## src/rtl/oled_pkg.sv

```systemverilog
// Shared constants for the SSD1309 SPI sink: geometry defaults, addressing modes,
// opcodes and the argument-count table for commands whose arguments are consumed silently.
package oled_pkg;

    localparam int unsigned COLS_DEFAULT  = 128;
    localparam int unsigned PAGES_DEFAULT = 8;

    localparam logic [1:0] ADDR_HORZ = 2'b00;
    localparam logic [1:0] ADDR_VERT = 2'b01;
    localparam logic [1:0] ADDR_PAGE = 2'b10;

    localparam logic [7:0] OP_SET_MODE   = 8'h20;
    localparam logic [7:0] OP_SET_COL    = 8'h21;
    localparam logic [7:0] OP_SET_PAGE   = 8'h22;
    localparam logic [7:0] OP_PAGE_START = 8'hB0;

    typedef enum logic [2:0] {
        StIdle,
        StArgMode,
        StArgCol0,
        StArgCol1,
        StArgPg0,
        StArgPg1,
        StSkip
    } cmd_state_e;

    function automatic logic [2:0] arg_count(input logic [7:0] b);
        logic [2:0] n;
        case (b)
            8'h81, 8'hA8, 8'hD3, 8'hD5, 8'hD9, 8'hDA, 8'hDB, 8'hFD: n = 3'd1;
            8'hA3:                                                  n = 3'd2;
            8'h26, 8'h27, 8'h29, 8'h2A:                             n = 3'd6;
            default:                                                n = 3'd0;
        endcase
        return n;
    endfunction

endpackage

```

## src/rtl/spi_byte_rx.sv

```systemverilog
// Pin synchronizers, SCLK rising-edge detect and the 8-bit MSB-first deserializer.
// Emits one byte_valid pulse per completed byte together with the DC level of its 8th bit.
module spi_byte_rx (
    input  logic       clk,
    input  logic       rst_n,
    input  logic       sclk_pin,
    input  logic       sdin_pin,
    input  logic       dc_pin,
    input  logic       cs_pin,
    input  logic       res_pin,
    output logic       byte_valid,
    output logic [7:0] rx_byte,
    output logic       is_data,
    output logic       res_clear
);

    // Bit order in the synchronizer vectors: {res, cs, dc, sdin, sclk}
    logic [4:0] sync1_q, sync2_q;
    logic       sclk_d_q, cs_d_q;
    logic [6:0] shift_q;
    logic [2:0] bit_cnt_q;

    logic sclk_rise, cs_active;

    assign sclk_rise = sync2_q[0] & ~sclk_d_q;
    // Still active in the first cycle CS reads high so a byte finishing on that edge completes.
    assign cs_active = ~sync2_q[3] | ~cs_d_q;
    assign res_clear = ~sync2_q[4];

    always_ff @(posedge clk or negedge rst_n) begin
        if (!rst_n) begin
            sync1_q    <= 5'b11000;
            sync2_q    <= 5'b11000;
            sclk_d_q   <= 1'b0;
            cs_d_q     <= 1'b1;
            shift_q    <= '0;
            bit_cnt_q  <= '0;
            byte_valid <= 1'b0;
            rx_byte    <= '0;
            is_data    <= 1'b0;
        end else begin
            sync1_q    <= {res_pin, cs_pin, dc_pin, sdin_pin, sclk_pin};
            sync2_q    <= sync1_q;
            sclk_d_q   <= sync2_q[0];
            cs_d_q     <= sync2_q[3];
            byte_valid <= 1'b0;
            if (res_clear) begin
                shift_q   <= '0;
                bit_cnt_q <= '0;
            end else if (sclk_rise && cs_active) begin
                shift_q   <= {shift_q[5:0], sync2_q[1]};
                bit_cnt_q <= bit_cnt_q + 3'd1;
                if (bit_cnt_q == 3'd7) begin
                    byte_valid <= 1'b1;
                    rx_byte    <= {shift_q, sync2_q[1]};
                    is_data    <= sync2_q[2];
                end
            end else if (sync2_q[3]) begin
                bit_cnt_q <= '0;
            end
        end
    end

endmodule

```

## src/rtl/ssd1309_spi_sink.sv

```systemverilog
// SSD1309 4-wire SPI receive mirror: decodes the command stream, tracks addressing state
// and emits one framebuffer write per GDDRAM data byte.
module ssd1309_spi_sink
    import oled_pkg::*;
#(
    parameter int unsigned COLS  = COLS_DEFAULT,
    parameter int unsigned PAGES = PAGES_DEFAULT,
    localparam int unsigned CW   = $clog2(COLS),
    localparam int unsigned PW   = $clog2(PAGES)
) (
    input  logic          clk,
    input  logic          rst_n,
    input  logic          sclk_pin,
    input  logic          sdin_pin,
    input  logic          dc_pin,
    input  logic          cs_pin,
    input  logic          res_pin,
    output logic          px_we,
    output logic [CW-1:0] px_col,
    output logic [PW-1:0] px_page,
    output logic [7:0]    px_data,
    output logic          cmd_valid,
    output logic [7:0]    cmd_byte,
    output logic [1:0]    addr_mode,
    output logic          proto_err
);

    logic       byte_valid, is_data, res_clear;
    logic [7:0] rx_byte;

    spi_byte_rx u_rx (
        .clk        (clk),
        .rst_n      (rst_n),
        .sclk_pin   (sclk_pin),
        .sdin_pin   (sdin_pin),
        .dc_pin     (dc_pin),
        .cs_pin     (cs_pin),
        .res_pin    (res_pin),
        .byte_valid (byte_valid),
        .rx_byte    (rx_byte),
        .is_data    (is_data),
        .res_clear  (res_clear)
    );

    cmd_state_e    state_q, state_d;
    logic [2:0]    skip_q, skip_d;
    logic [1:0]    mode_d;
    logic [CW-1:0] col_q, col_d, col_start_q, col_start_d, col_end_q, col_end_d;
    logic [PW-1:0] page_q, page_d, page_start_q, page_start_d, page_end_q, page_end_d;
    logic          px_we_d, cmd_valid_d, proto_err_d;
    logic [CW-1:0] px_col_d;
    logic [PW-1:0] px_page_d;
    logic [7:0]    px_data_d, cmd_byte_d;
    logic [CW-1:0] col_inc;
    logic [PW-1:0] page_inc;

    assign col_inc  = (col_q == CW'(COLS - 1)) ? '0 : col_q + CW'(1);
    assign page_inc = (page_q == PW'(PAGES - 1)) ? '0 : page_q + PW'(1);

    always_comb begin
        state_d      = state_q;
        skip_d       = skip_q;
        mode_d       = addr_mode;
        col_d        = col_q;
        page_d       = page_q;
        col_start_d  = col_start_q;
        col_end_d    = col_end_q;
        page_start_d = page_start_q;
        page_end_d   = page_end_q;
        px_we_d      = 1'b0;
        cmd_valid_d  = 1'b0;
        proto_err_d  = 1'b0;
        px_col_d     = px_col;
        px_page_d    = px_page;
        px_data_d    = px_data;
        cmd_byte_d   = cmd_byte;

        if (byte_valid && is_data) begin
            px_we_d   = 1'b1;
            px_col_d  = col_q;
            px_page_d = page_q;
            px_data_d = rx_byte;
            if (state_q != StIdle) begin
                state_d     = StIdle;
                proto_err_d = 1'b1;
            end
            case (addr_mode)
                ADDR_HORZ: begin
                    if (col_q == col_end_q) begin
                        col_d  = col_start_q;
                        page_d = (page_q == page_end_q) ? page_start_q : page_inc;
                    end else begin
                        col_d = col_inc;
                    end
                end
                ADDR_VERT: begin
                    if (page_q == page_end_q) begin
                        page_d = page_start_q;
                        col_d  = (col_q == col_end_q) ? col_start_q : col_inc;
                    end else begin
                        page_d = page_inc;
                    end
                end
                default: col_d = col_inc;
            endcase
        end else if (byte_valid) begin
            cmd_valid_d = 1'b1;
            cmd_byte_d  = rx_byte;
            case (state_q)
                StIdle: begin
                    if (rx_byte == OP_SET_MODE) begin
                        state_d = StArgMode;
                    end else if (rx_byte == OP_SET_COL) begin
                        state_d = StArgCol0;
                    end else if (rx_byte == OP_SET_PAGE) begin
                        state_d = StArgPg0;
                    end else if (arg_count(rx_byte) != 3'd0) begin
                        state_d = StSkip;
                        skip_d  = arg_count(rx_byte);
                    end else if (rx_byte[7:4] == 4'h0) begin
                        col_d[3:0] = rx_byte[3:0];
                    end else if (rx_byte[7:3] == 5'b00010) begin
                        col_d[CW-1:4] = rx_byte[CW-5:0];
                    end else if (rx_byte[7:3] == OP_PAGE_START[7:3]) begin
                        page_d = rx_byte[PW-1:0];
                    end
                end
                StArgMode: begin
                    state_d = StIdle;
                    if (rx_byte[1:0] == 2'b11) proto_err_d = 1'b1;
                    else                       mode_d      = rx_byte[1:0];
                end
                StArgCol0: begin
                    state_d     = StArgCol1;
                    col_start_d = rx_byte[CW-1:0];
                    col_d       = rx_byte[CW-1:0];
                end
                StArgCol1: begin
                    state_d   = StIdle;
                    col_end_d = rx_byte[CW-1:0];
                end
                StArgPg0: begin
                    state_d      = StArgPg1;
                    page_start_d = rx_byte[PW-1:0];
                    page_d       = rx_byte[PW-1:0];
                end
                StArgPg1: begin
                    state_d    = StIdle;
                    page_end_d = rx_byte[PW-1:0];
                end
                StSkip: begin
                    if (skip_q == 3'd1) state_d = StIdle;
                    skip_d = skip_q - 3'd1;
                end
                default: state_d = StIdle;
            endcase
        end

        if (res_clear) begin
            state_d      = StIdle;
            skip_d       = '0;
            mode_d       = ADDR_PAGE;
            col_d        = '0;
            page_d       = '0;
            col_start_d  = '0;
            col_end_d    = CW'(COLS - 1);
            page_start_d = '0;
            page_end_d   = PW'(PAGES - 1);
            px_we_d      = 1'b0;
            cmd_valid_d  = 1'b0;
            proto_err_d  = 1'b0;
            px_col_d     = '0;
            px_page_d    = '0;
            px_data_d    = '0;
            cmd_byte_d   = '0;
        end
    end

    always_ff @(posedge clk or negedge rst_n) begin
        if (!rst_n) begin
            state_q      <= StIdle;
            skip_q       <= '0;
            addr_mode    <= ADDR_PAGE;
            col_q        <= '0;
            page_q       <= '0;
            col_start_q  <= '0;
            col_end_q    <= CW'(COLS - 1);
            page_start_q <= '0;
            page_end_q   <= PW'(PAGES - 1);
            px_we        <= 1'b0;
            cmd_valid    <= 1'b0;
            proto_err    <= 1'b0;
            px_col       <= '0;
            px_page      <= '0;
            px_data      <= '0;
            cmd_byte     <= '0;
        end else begin
            state_q      <= state_d;
            skip_q       <= skip_d;
            addr_mode    <= mode_d;
            col_q        <= col_d;
            page_q       <= page_d;
            col_start_q  <= col_start_d;
            col_end_q    <= col_end_d;
            page_start_q <= page_start_d;
            page_end_q   <= page_end_d;
            px_we        <= px_we_d;
            cmd_valid    <= cmd_valid_d;
            proto_err    <= proto_err_d;
            px_col       <= px_col_d;
            px_page      <= px_page_d;
            px_data      <= px_data_d;
            cmd_byte     <= cmd_byte_d;
        end
    end

endmodule

```

## config.mk

```make
export PLATFORM = sky130hd
export DESIGN_NAME = ssd1309_spi_sink
export DESIGN_NICKNAME = d
export VERILOG_FILES = /design/src/rtl/oled_pkg.sv /design/src/rtl/spi_byte_rx.sv /design/src/rtl/ssd1309_spi_sink.sv
export SDC_FILE = /design/constraint.sdc
export NUM_CORES = 1
export LEC_CHECK = 0
export CORE_MARGIN = 2
export CORE_UTILIZATION = 26
export DETAILED_ROUTE_END_ITERATION = 10
export DONT_BUFFER_PORTS = 1
export PLACE_DENSITY = 0.44
export SLEW_MARGIN = 30
export SYNTH_ARGS = -nofsm -noshare
export SYNTH_HDL_FRONTEND = slang
export SYNTH_SLANG_ARGS = --single-unit
```

## constraint.sdc

```tcl
create_clock -name clk -period 2.6 [get_ports clk]
set_input_delay 0.52 -clock clk [delete_from_list [all_inputs] [get_ports clk]]
set_output_delay 0.52 -clock clk [all_outputs]
set_load 0.02 [all_outputs]
```

==> results of run 1 <==
metal layers:
metal  GRT usage (%)  wire length [um]
met2            21.5              6000
met3            4.75               817
met1            18.0              5800
met5               0                 0
met4            3.30               171
flip-flops by register name, indices dropped and copies added (netlist names), 3 cells and up:
name	cells
px_col	7
u_rx.shift_q	7
px_data	8
page_start_q	3
col_q	7
u_rx.sync2_q	5
state_q	3
u_rx.rx_byte	8
skip_q	3
px_page	3
u_rx.bit_cnt_q	3
col_start_q	7
page_end_q	3
u_rx.sync1_q	5
page_q	3
cmd_byte	8
col_end_q	7
Yosys cell counts (5+ instances only):
master    number  area share [%]
nand2_1       92             7.1
dfrtp_1       83              43
a21oi_1       44             4.6
nor2_1        33             2.6
clkbuf_1      31             2.4
mux2i_1       31             6.4
nand3_1       18             1.9
o21ai_0       18             1.9
dfstp_2       16             8.7
mux2_2        14             3.3
inv_1         10            0.78
xor2_1        10             1.8
nor3_1         9            0.93
a31oi_1        7            0.91
ha_1           7             1.8
nor3b_1        6            0.93
a211oi_1       5            0.78
buf_1          5            0.39
nand2b_1       5            0.65
xnor2_1        5            0.91
cell families after synthesis:
logic type,count (synthesis)
simple gates,186
flops,99
compound gates,97
buf+inv,50
mux,45
xor+xnor,15
fa+ha+maj,7
final timing paths:
kind	endpoint
max	page_q[1]
min	u_rx.shift_q[1]
max reg2reg	page_q[1]
min reg2reg	u_rx.sync2_q[0]
max in group asynchronous	col_end_q[6]
min in group clk	u_rx.sync1_q[4]
where the power goes:
group,internal (mW),total [mW],switching [mW]
registers,1.58,1.64,0.0680
clock network,0.688,1.30,0.615
logic,0.110,0.308,0.198
layout make-up:
| type | instances | area share, % |
|---|---|---|
| well taps | 229 | 5.25 |
| inverters | 11 | 0.757 |
| clock inverters | 5 | 0.917 |
| flip-flops and latches | 99 | 45.8 |
| repair buffers | 27 | 3.71 |
| clock buffers | 11 | 4.45 |
| multi-input cells | 350 | 39.2 |
repair_timing:
action                                 CTS  global route
buffers inserted                         0             4
setup endpoints to repair                0             2
endpoints found under the hold margin   95            92
through the flow:
stage	instances	power [mW]
6_report	732	3.26
5_1_grt	732	3.41
4_1_cts	728	3.31
3_5_place_dp	712	1.97
3_3_place_gp	712	1.98
2_1_floorplan	499	1.91
==> impl_metrics.yaml, run 1 <==
status:
  status: "complete, but fails checks"
  violations: "hold timing"
finish:
  syn_to_final_growth_pct: 12.9
  antenna_cells: 0
  final_core_util_pct: 30.2
  multiInputGateArea_sq_mm: 0.00214
  final_area_sq_mm: 0.00546
  drive_gt1_share_pct: 15.9
  fill_cells: 1892
  seqCellArea_sq_mm: 0.00250
  final_common_cell: "nand2_1"
  final_cell_mix: "nand2_1, dfrtp_1, a21oi_1, nor2_1, mux2i_1"
  finalNetCount: 512
timing:
  max_freq_mhz: 420
  setup_viol: 0
  worst_slack_ns: 0.221
  finalClockSkew_ns: 0.00952
  relSlewSlack_pct: 50.1
  timing.final.crit_share_pct: 91.5
  layout_min_cycle_time_ns: 2.38
  fin_hold_ws_ns: -0.150
  hold_violations: 83
  slew_violations: 0
  rsz0062_at_grt: "false"
  worstMarginPinSlew_ns: 0.747
  setup_tns_ns: 0
power:
  power_density_mw_per_mm2: 596
  leakage_nw: 2.34
  irDropWorstVdd_mv: 0.324
clock_tree:
  htree_num_levels: 3
  cts.sinks: 99
  cts_tree: "done"
  clk_latency_ns: 0.36
  cts_buffer_depth: 2
  cts_buffers: 9
  cts_resized: 0
  clockRootBuffer: "clkbuf_16"
  path_clk_slew_ns: 0.07
setup_path:
  endpoint_kind: "flop"
  arrival_ns: 2.62
  critPathLaunch: "u_rx.rx_byte[7]"
  slowest_delay_ns: 0.54
  critical_path_class: "flop to flop"
  cp_slowest_cell: "or4b_4"
  r2r_setup_slack_ns: 0.22
  cp_num_buf_inv: 0
  required_ns: 2.84
  reg2reg_from: "u_rx.rx_byte[7]"
  startpoint_type: "flop"
  r2r_cells: 6
  critical-path-top-delay-family: "simple AND/OR/NAND/NOR gates"
  path_max_fanout: 10
  cp_num_cells: 6
  crit_chain: "or4b_4 -> or4_4 -> o22ai_2 -> a31oi_1 -> nand2_1 -> mux2_2"
die:
  die-area_sq_mm: 0.0197
  start_util_pct: 26.7
  die_w_um: 140
  die_h_um: 140
  ioPinCount: 38
  rows: 49
  core_area_sq_mm: 0.0181
global_routing:
  antenna_found_initial: 0
  grt_usage_pct: 13.6
  grt_pass1_wl_um: 20800
  grt_max_degree: 100
  grt-ovfl-total: 0
  grt_pass1_vias: 3689
routing:
  via_per_inst: 5.00
  vias: 3663
  wirelength_um: 12800
  drc: 0
  post_drt_wl_per_cell_um: 17.5
  dr.pass1.iters: 4
  ant_nets: 0
  drt_iter0_drc: 220
job:
  drv_cap: 0
place:
  dpl_cell_area_sq_mm: 0.00513
  gp_congestion: 0.810
  placement.io_buffers: 0
  post-dp-hpwl_um: 8610
  dp_slack_ns: 0.201
synthesis:
  synth_fa_ha_area_share_pct: 1.81
  synth_compound_area_share_pct: 12.1
  synth_simple_gate_area_share_pct: 17.8
  synth_top_family_by_area: "simple AND/OR/NAND/NOR gates"
  syn_nets: 513
  synth_seq_area_share_pct: 51.7
  synthArstFlopShare_pct: 100
  synth_seq_cells: 99
  syn_inst: 499
  synthXorXnorAreaFrac_pct: 2.72
  syn-cell-area_sq_mm: 0.00483
  muxShareOfSynthArea_pct: 9.68
  yosys_warnings: 0
  synthDistinctLibCells: 54
  synth_edf_count: 0
  avgSynthCellArea_sq_um: 9.69
  ys_dominant_reg_cell: "dfrtp_1"
min_path:
  hold_path.class: "input pin to asynchronous set/reset pin"
Note: power is estimated with default switching activity, not from simulation.
==> run 2: changes to the inputs <==
CORE_MARGIN = 5   (was 2)
==> impl_metrics.yaml, run 2 (synthesis results as in run 1) <==
status:
  status: "finished, final reports clean"
clock_tree:
  clk_latency_ns: 0.35
  htree_num_levels: 3
  cts.sinks: 99
  clockRootBuffer: "clkbuf_16"
  cts_buffers: 9
  path_clk_slew_ns: 0.07
  cts_buffer_depth: 2
  cts_tree: "done"
  post_cts_buffers: 0
routing:
  vias: 3594
  post_drt_wl_per_cell_um: 17.8
  drc: 0
  ant_nets: 0
  via_per_inst: 4.94
  dr.pass1.iters: 4
  wirelength_um: 12900
  drt_iter0_drc: 293
setup_path:
  reg2reg_from: "u_rx.rx_byte[6]"
  slowest_delay_ns: 0.55
  endpoint_kind: "flop"
  path_max_fanout: 4
  critical_path_class: "flop to flop"
  required_ns: 2.83
  crit_chain: "or4b_4 -> or4_4 -> o22ai_2 -> a31oi_1 -> nand2_1 -> mux2_2"
  startpoint_type: "flop"
  critPathLaunch: "u_rx.rx_byte[6]"
  cp_slowest_cell: "or4b_4"
  arrival_ns: 2.50
finish:
  fill_cells: 1912
  finalNetCount: 507
  final_cell_mix: "nand2_1, dfrtp_1, a21oi_1, nor2_1, mux2i_1"
  reg.largest.list: "cmd_byte: 8 flops, px_data: 8 flops, u_rx.rx_byte: 8 flops"
  drive_gt1_share_pct: 15.1
  final_common_cell: "nand2_1"
  syn_to_final_growth_pct: 12.7
  antenna_cells: 0
timing:
  rsz0062_at_grt: "false"
  setup_tns_ns: 0
  hold_violations: 0
  layout_min_cycle_time_ns: 2.27
  worstMarginPinSlew_ns: 0.578
  max_freq_mhz: 440
  slew_violations: 0
  worst_slack_ns: 0.329
  finalClockSkew_ns: 0.00934
  fin_hold_ws_ns: 0.0159
  relSlewSlack_pct: 61.5
  setup_viol: 0
  timing.final.crit_share_pct: 87.3
die:
  ioPinCount: 38
  core_area_sq_mm: 0.0181
  die-area_sq_mm: 0.0214
  rows: 49
  start_util_pct: 26.6
  die_w_um: 146
  die_h_um: 146
power:
  netSwitchingFraction_pct: 27.7
  pwr-share-comb_pct: 10.6
  p_switching_mw: 0.920
  power_density_mw_per_mm2: 609
  internal_power_mw: 2.40
  p_clk_share_pct: 40.1
  leakage_nw: 2.33
  irDropWorstVdd_mv: 0.289
  pwr-share-seq_pct: 49.3
global_routing:
  grt_max_degree: 89
  grt_usage_pct: 12.4
  grt-ovfl-total: 0
  grt_pass1_vias: 3765
  antenna_found_initial: 0
  grt_pass1_wl_um: 21200
min_path:
  hold_path.class: "input pin to asynchronous set/reset pin"
job:
  drv_cap: 0
place:
  gp_congestion: 0.814
  post-dp-hpwl_um: 8540
  placement.io_buffers: 0
  dp_slack_ns: 0.349
[run 2: changes by cell type in the layout (fill, tap and decap cells not counted)]
cell,previous run,this run
buf_16,0,1
buf_4,27,20
inv_6,0,1
clkbuf_1,1,0
clkinv_4,3,2
inv_8,0,2
clkinv_8,1,0
dlygate4sd3_1,0,1
[run 2: power groups by stage]
| stage | clock, mW | sequential [mW] | combinational (mW) |
|---|---|---|---|
| 6_report | 1.33 | 1.64 | 0.352 |
| 5_1_grt | 1.44 | 1.65 | 0.395 |
| 4_1_cts | 1.38 | 1.64 | 0.357 |
| 3_5_place_dp | 0 | 1.67 | 0.317 |
| 3_3_place_gp | 0 | 1.67 | 0.318 |
| 2_1_floorplan | 0 | 1.61 | 0.298 |
[run 2: area by class of cell]
cell class / count / area (sq um) / area share, %
Sequential cell: 99 / 2500 / 45.9
Multi-Input combinational cell: 350 / 2140 / 39.2
Tap cell: 229 / 287 / 5.26
Clock buffer: 10 / 239 / 4.39
Timing Repair Buffer: 22 / 188 / 3.45
Clock inverter: 6 / 56.3 / 1.03
Inverter: 11 / 41.3 / 0.758
[run 2: per-layer routing]
layer  part of all wire (%)  global-route usage [%]
met5                      0                       0
met2                     47                    19.6
met3                    4.0                    2.76
met1                     48                    17.4
met4                   0.66                    3.15
[run 2: path summary, 6_finish.rpt]
path	end	slack (ns)	depth (start not counted)
worst max-delay path	page_q[0]	0.33	6
worst min-delay path	col_end_q[0]	0.02	0
worst max register to register	page_q[0]	0.33	6
worst min register to register	u_rx.sync2_q[1]	0.35	0
max in group asynchronous	col_end_q[4]	1.63	1
min in group clk	u_rx.sync1_q[3]	0.16	0
[run 2: critical path: cells and delay by family, from the launching register on]
family | cells | cell delay [ns]
muxes | 1 | 0.36
AOI/OAI and AO/OA | 2 | 0.22
and+or+nand+nor | 3 | 1.19
DFF | 1 | 0.38
[run 2: repair_timing]
item                       CTS  global route
hold buffers                 2             0
setup endpoints to repair    0             0
resized for setup            0             0
hold endpoints to repair    88             0
[run 2: per-stage QoR]
step	total power, mW	area [sq um]	utilization (%)	std cells
final	3.32	5450	30.0	727
after global routing	3.48	5450	30.0	727
after CTS	3.37	5450	30.0	727
after detailed placement	1.98	5110	28.2	709
after global placement	1.98	5110	28.2	709
after floorplan	1.91	4830	-	499
==> run 3: changes to the inputs <==
GPL_TIMING_DRIVEN = 0   (was default)
SKIP_LAST_GASP = 1   (was default)
==> impl_metrics.yaml, run 3 (synthesis results as in run 1) <==
min_path:
  hold_path.class: "input pin to asynchronous set/reset pin"
finish:
  fill_cells: 1920
  syn_to_final_growth_pct: 12.9
  antenna_cells: 0
  final_core_util_pct: 30.1
  reg.largest.list: "cmd_byte: 8 flops, px_data: 8 flops, u_rx.rx_byte: 8 flops"
  drive_gt1_share_pct: 10.8
  final_cell_mix: "nand2_1, dfrtp_1, a21oi_1, nor2_1, clkbuf_1"
  final_common_cell: "nand2_1"
  finalNetCount: 526
  final-instance-count-excl-fill: 746
timing:
  relSlewSlack_pct: 47.1
  slew_violations: 0
  layout_min_cycle_time_ns: 2.39
  fin_hold_ws_ns: 0.0660
  rsz0062_at_grt: "false"
  finalClockSkew_ns: 0.0109
  setup_viol: 0
  max_freq_mhz: 418
  timing.final.crit_share_pct: 92.0
  setup_tns_ns: 0
  worstMarginPinSlew_ns: 0.793
  hold_violations: 0
clock_tree:
  cts_buffer_depth: 2
  cts.sinks: 99
  cts_buffers: 9
  htree_num_levels: 3
  path_clk_slew_ns: 0.07
  post_cts_buffers: 0
  clk_latency_ns: 0.36
  clockRootBuffer: "clkbuf_16"
  cts_tree: "done"
setup_path:
  startpoint_type: "flop"
  crit_chain: "clkbuf_1 -> nor4_1 -> a211oi_1 -> nand4_1 -> nand2_1 -> mux2_2"
  arrival_ns: 2.64
  reg2reg_from: "u_rx.rx_byte[6]"
  critical_path_class: "flop to flop"
  path_max_fanout: 10
  r2r_setup_slack_ns: 0.21
  endpoint_kind: "flop"
  r2r_cells: 6
  slowest_delay_ns: 0.58
  required_ns: 2.84
  cp_slowest_cell: "clkbuf_1"
  r2r_end: "state_q[0]"
place:
  gp_congestion: 0.831
  place_inst: 728
  post-dp-hpwl_um: 9200
  placement.io_buffers: 0
routing:
  drt_iter0_drc: 247
  ant_nets: 0
  vias: 3636
  drc: 0
  dr.pass1.iters: 4
  via_per_inst: 4.87
  wirelength_um: 13500
  post_drt_wl_per_cell_um: 18.1
die:
  core_area_sq_mm: 0.0181
  die_h_um: 146
  start_util_pct: 26.6
  ioPinCount: 38
  rows: 49
  die-area_sq_mm: 0.0214
  die_w_um: 146
global_routing:
  grt-ovfl-total: 0
  grt_usage_pct: 12.7
  antenna_found_initial: 0
  grt_pass1_vias: 3636
  grt_max_degree: 89
  grt_pass1_wl_um: 21200
job:
  drv_cap: 0
power:
  irDropWorstVdd_mv: 0.362
  power_density_mw_per_mm2: 621
  leakage_nw: 2.29
status:
  status: "finished, final reports clean"
-- run 3: cell count changes in the layout (fill, tap and decap cells not counted), moves of 2 or more --
| cell | previous run | this run |
|---|---|---|
| clkbuf_1 | 0 | 32 |
| buf_1 | 0 | 5 |
| buf_6 | 0 | 2 |
| clkinv_4 | 2 | 0 |
| buf_4 | 20 | 0 |
| inv_6 | 1 | 3 |
-- run 3: worst max-delay path by stage --
stage | from | endpoint | slack, ns
finish | u_rx.rx_byte[6] | state_q[0] | 0.21
global route | u_rx.rx_byte[5] | skip_q[2] | 0.04
CTS | u_rx.rx_byte[3] | state_q[0] | 0.15
global placement | u_rx.rx_byte[3] | state_q[0] | 0.21
floorplan | u_rx.rx_byte[7] | page_q[0] | 0.43
detailed placement | u_rx.rx_byte[3] | state_q[0] | 0.17
-- run 3: critical path: cells and delay by family, from the launching register on --
| family | cells | cell delay, ns |
|---|---|---|
| flip-flops | 1 | 0.38 |
| AO/OA/AOI/OAI | 1 | 0.44 |
| buffers and inverters | 1 | 0.58 |
| AND/OR/NAND/NOR | 3 | 0.56 |
| multiplexers | 1 | 0.34 |
-- run 3: where the power goes --
group	internal [mW]	switching, mW	total, mW	leakage, nW
Combinational	0.134	0.292	0.426	0.834
Sequential	1.58	0.0126	1.59	1.31
Clock	0.764	0.613	1.38	0.147
Total	2.47	0.918	3.39	2.29
-- run 3: cell type report --
type | count | area (sq um) | area share [%]
sequential | 99 | 2500 | 45.7
multi-input combinational | 350 | 2130 | 39.1
tap | 229 | 287 | 5.25
clock buffer | 11 | 233 | 4.26
buffer | 39 | 164 | 3.00
clock inverter | 5 | 67.6 | 1.24
inverter | 11 | 41.3 | 0.756
timing repair buffer | 2 | 37.5 | 0.688
-- run 3: stage by stage --
stage | setup slack (ns) | total power [mW] | instance area [sq um]
detailed placement | 0.170 | 2.01 | 5120
finish | 0.208 | 3.39 | 5460
global route | 0.0420 | 3.55 | 5460
global placement | 0.206 | 2.01 | 5120
floorplan | 0.431 | 1.91 | 4830
CTS | 0.155 | 3.45 | 5460
-- run 3: layer usage --
layer	vias to the layer above	track usage [%]	wire [um]
met1	1798	17.5	6340
met4	0	4.14	168
met3	18	3.16	601
met5	-	0	0
met2	71	19.6	6370
li1	1749	-	-
-- run 3: what timing repair did --
item	CTS	global route
gates resized for setup	0	2
endpoints found under the hold margin	88	0
hold buffers	2	0
setup endpoints to repair	0	1
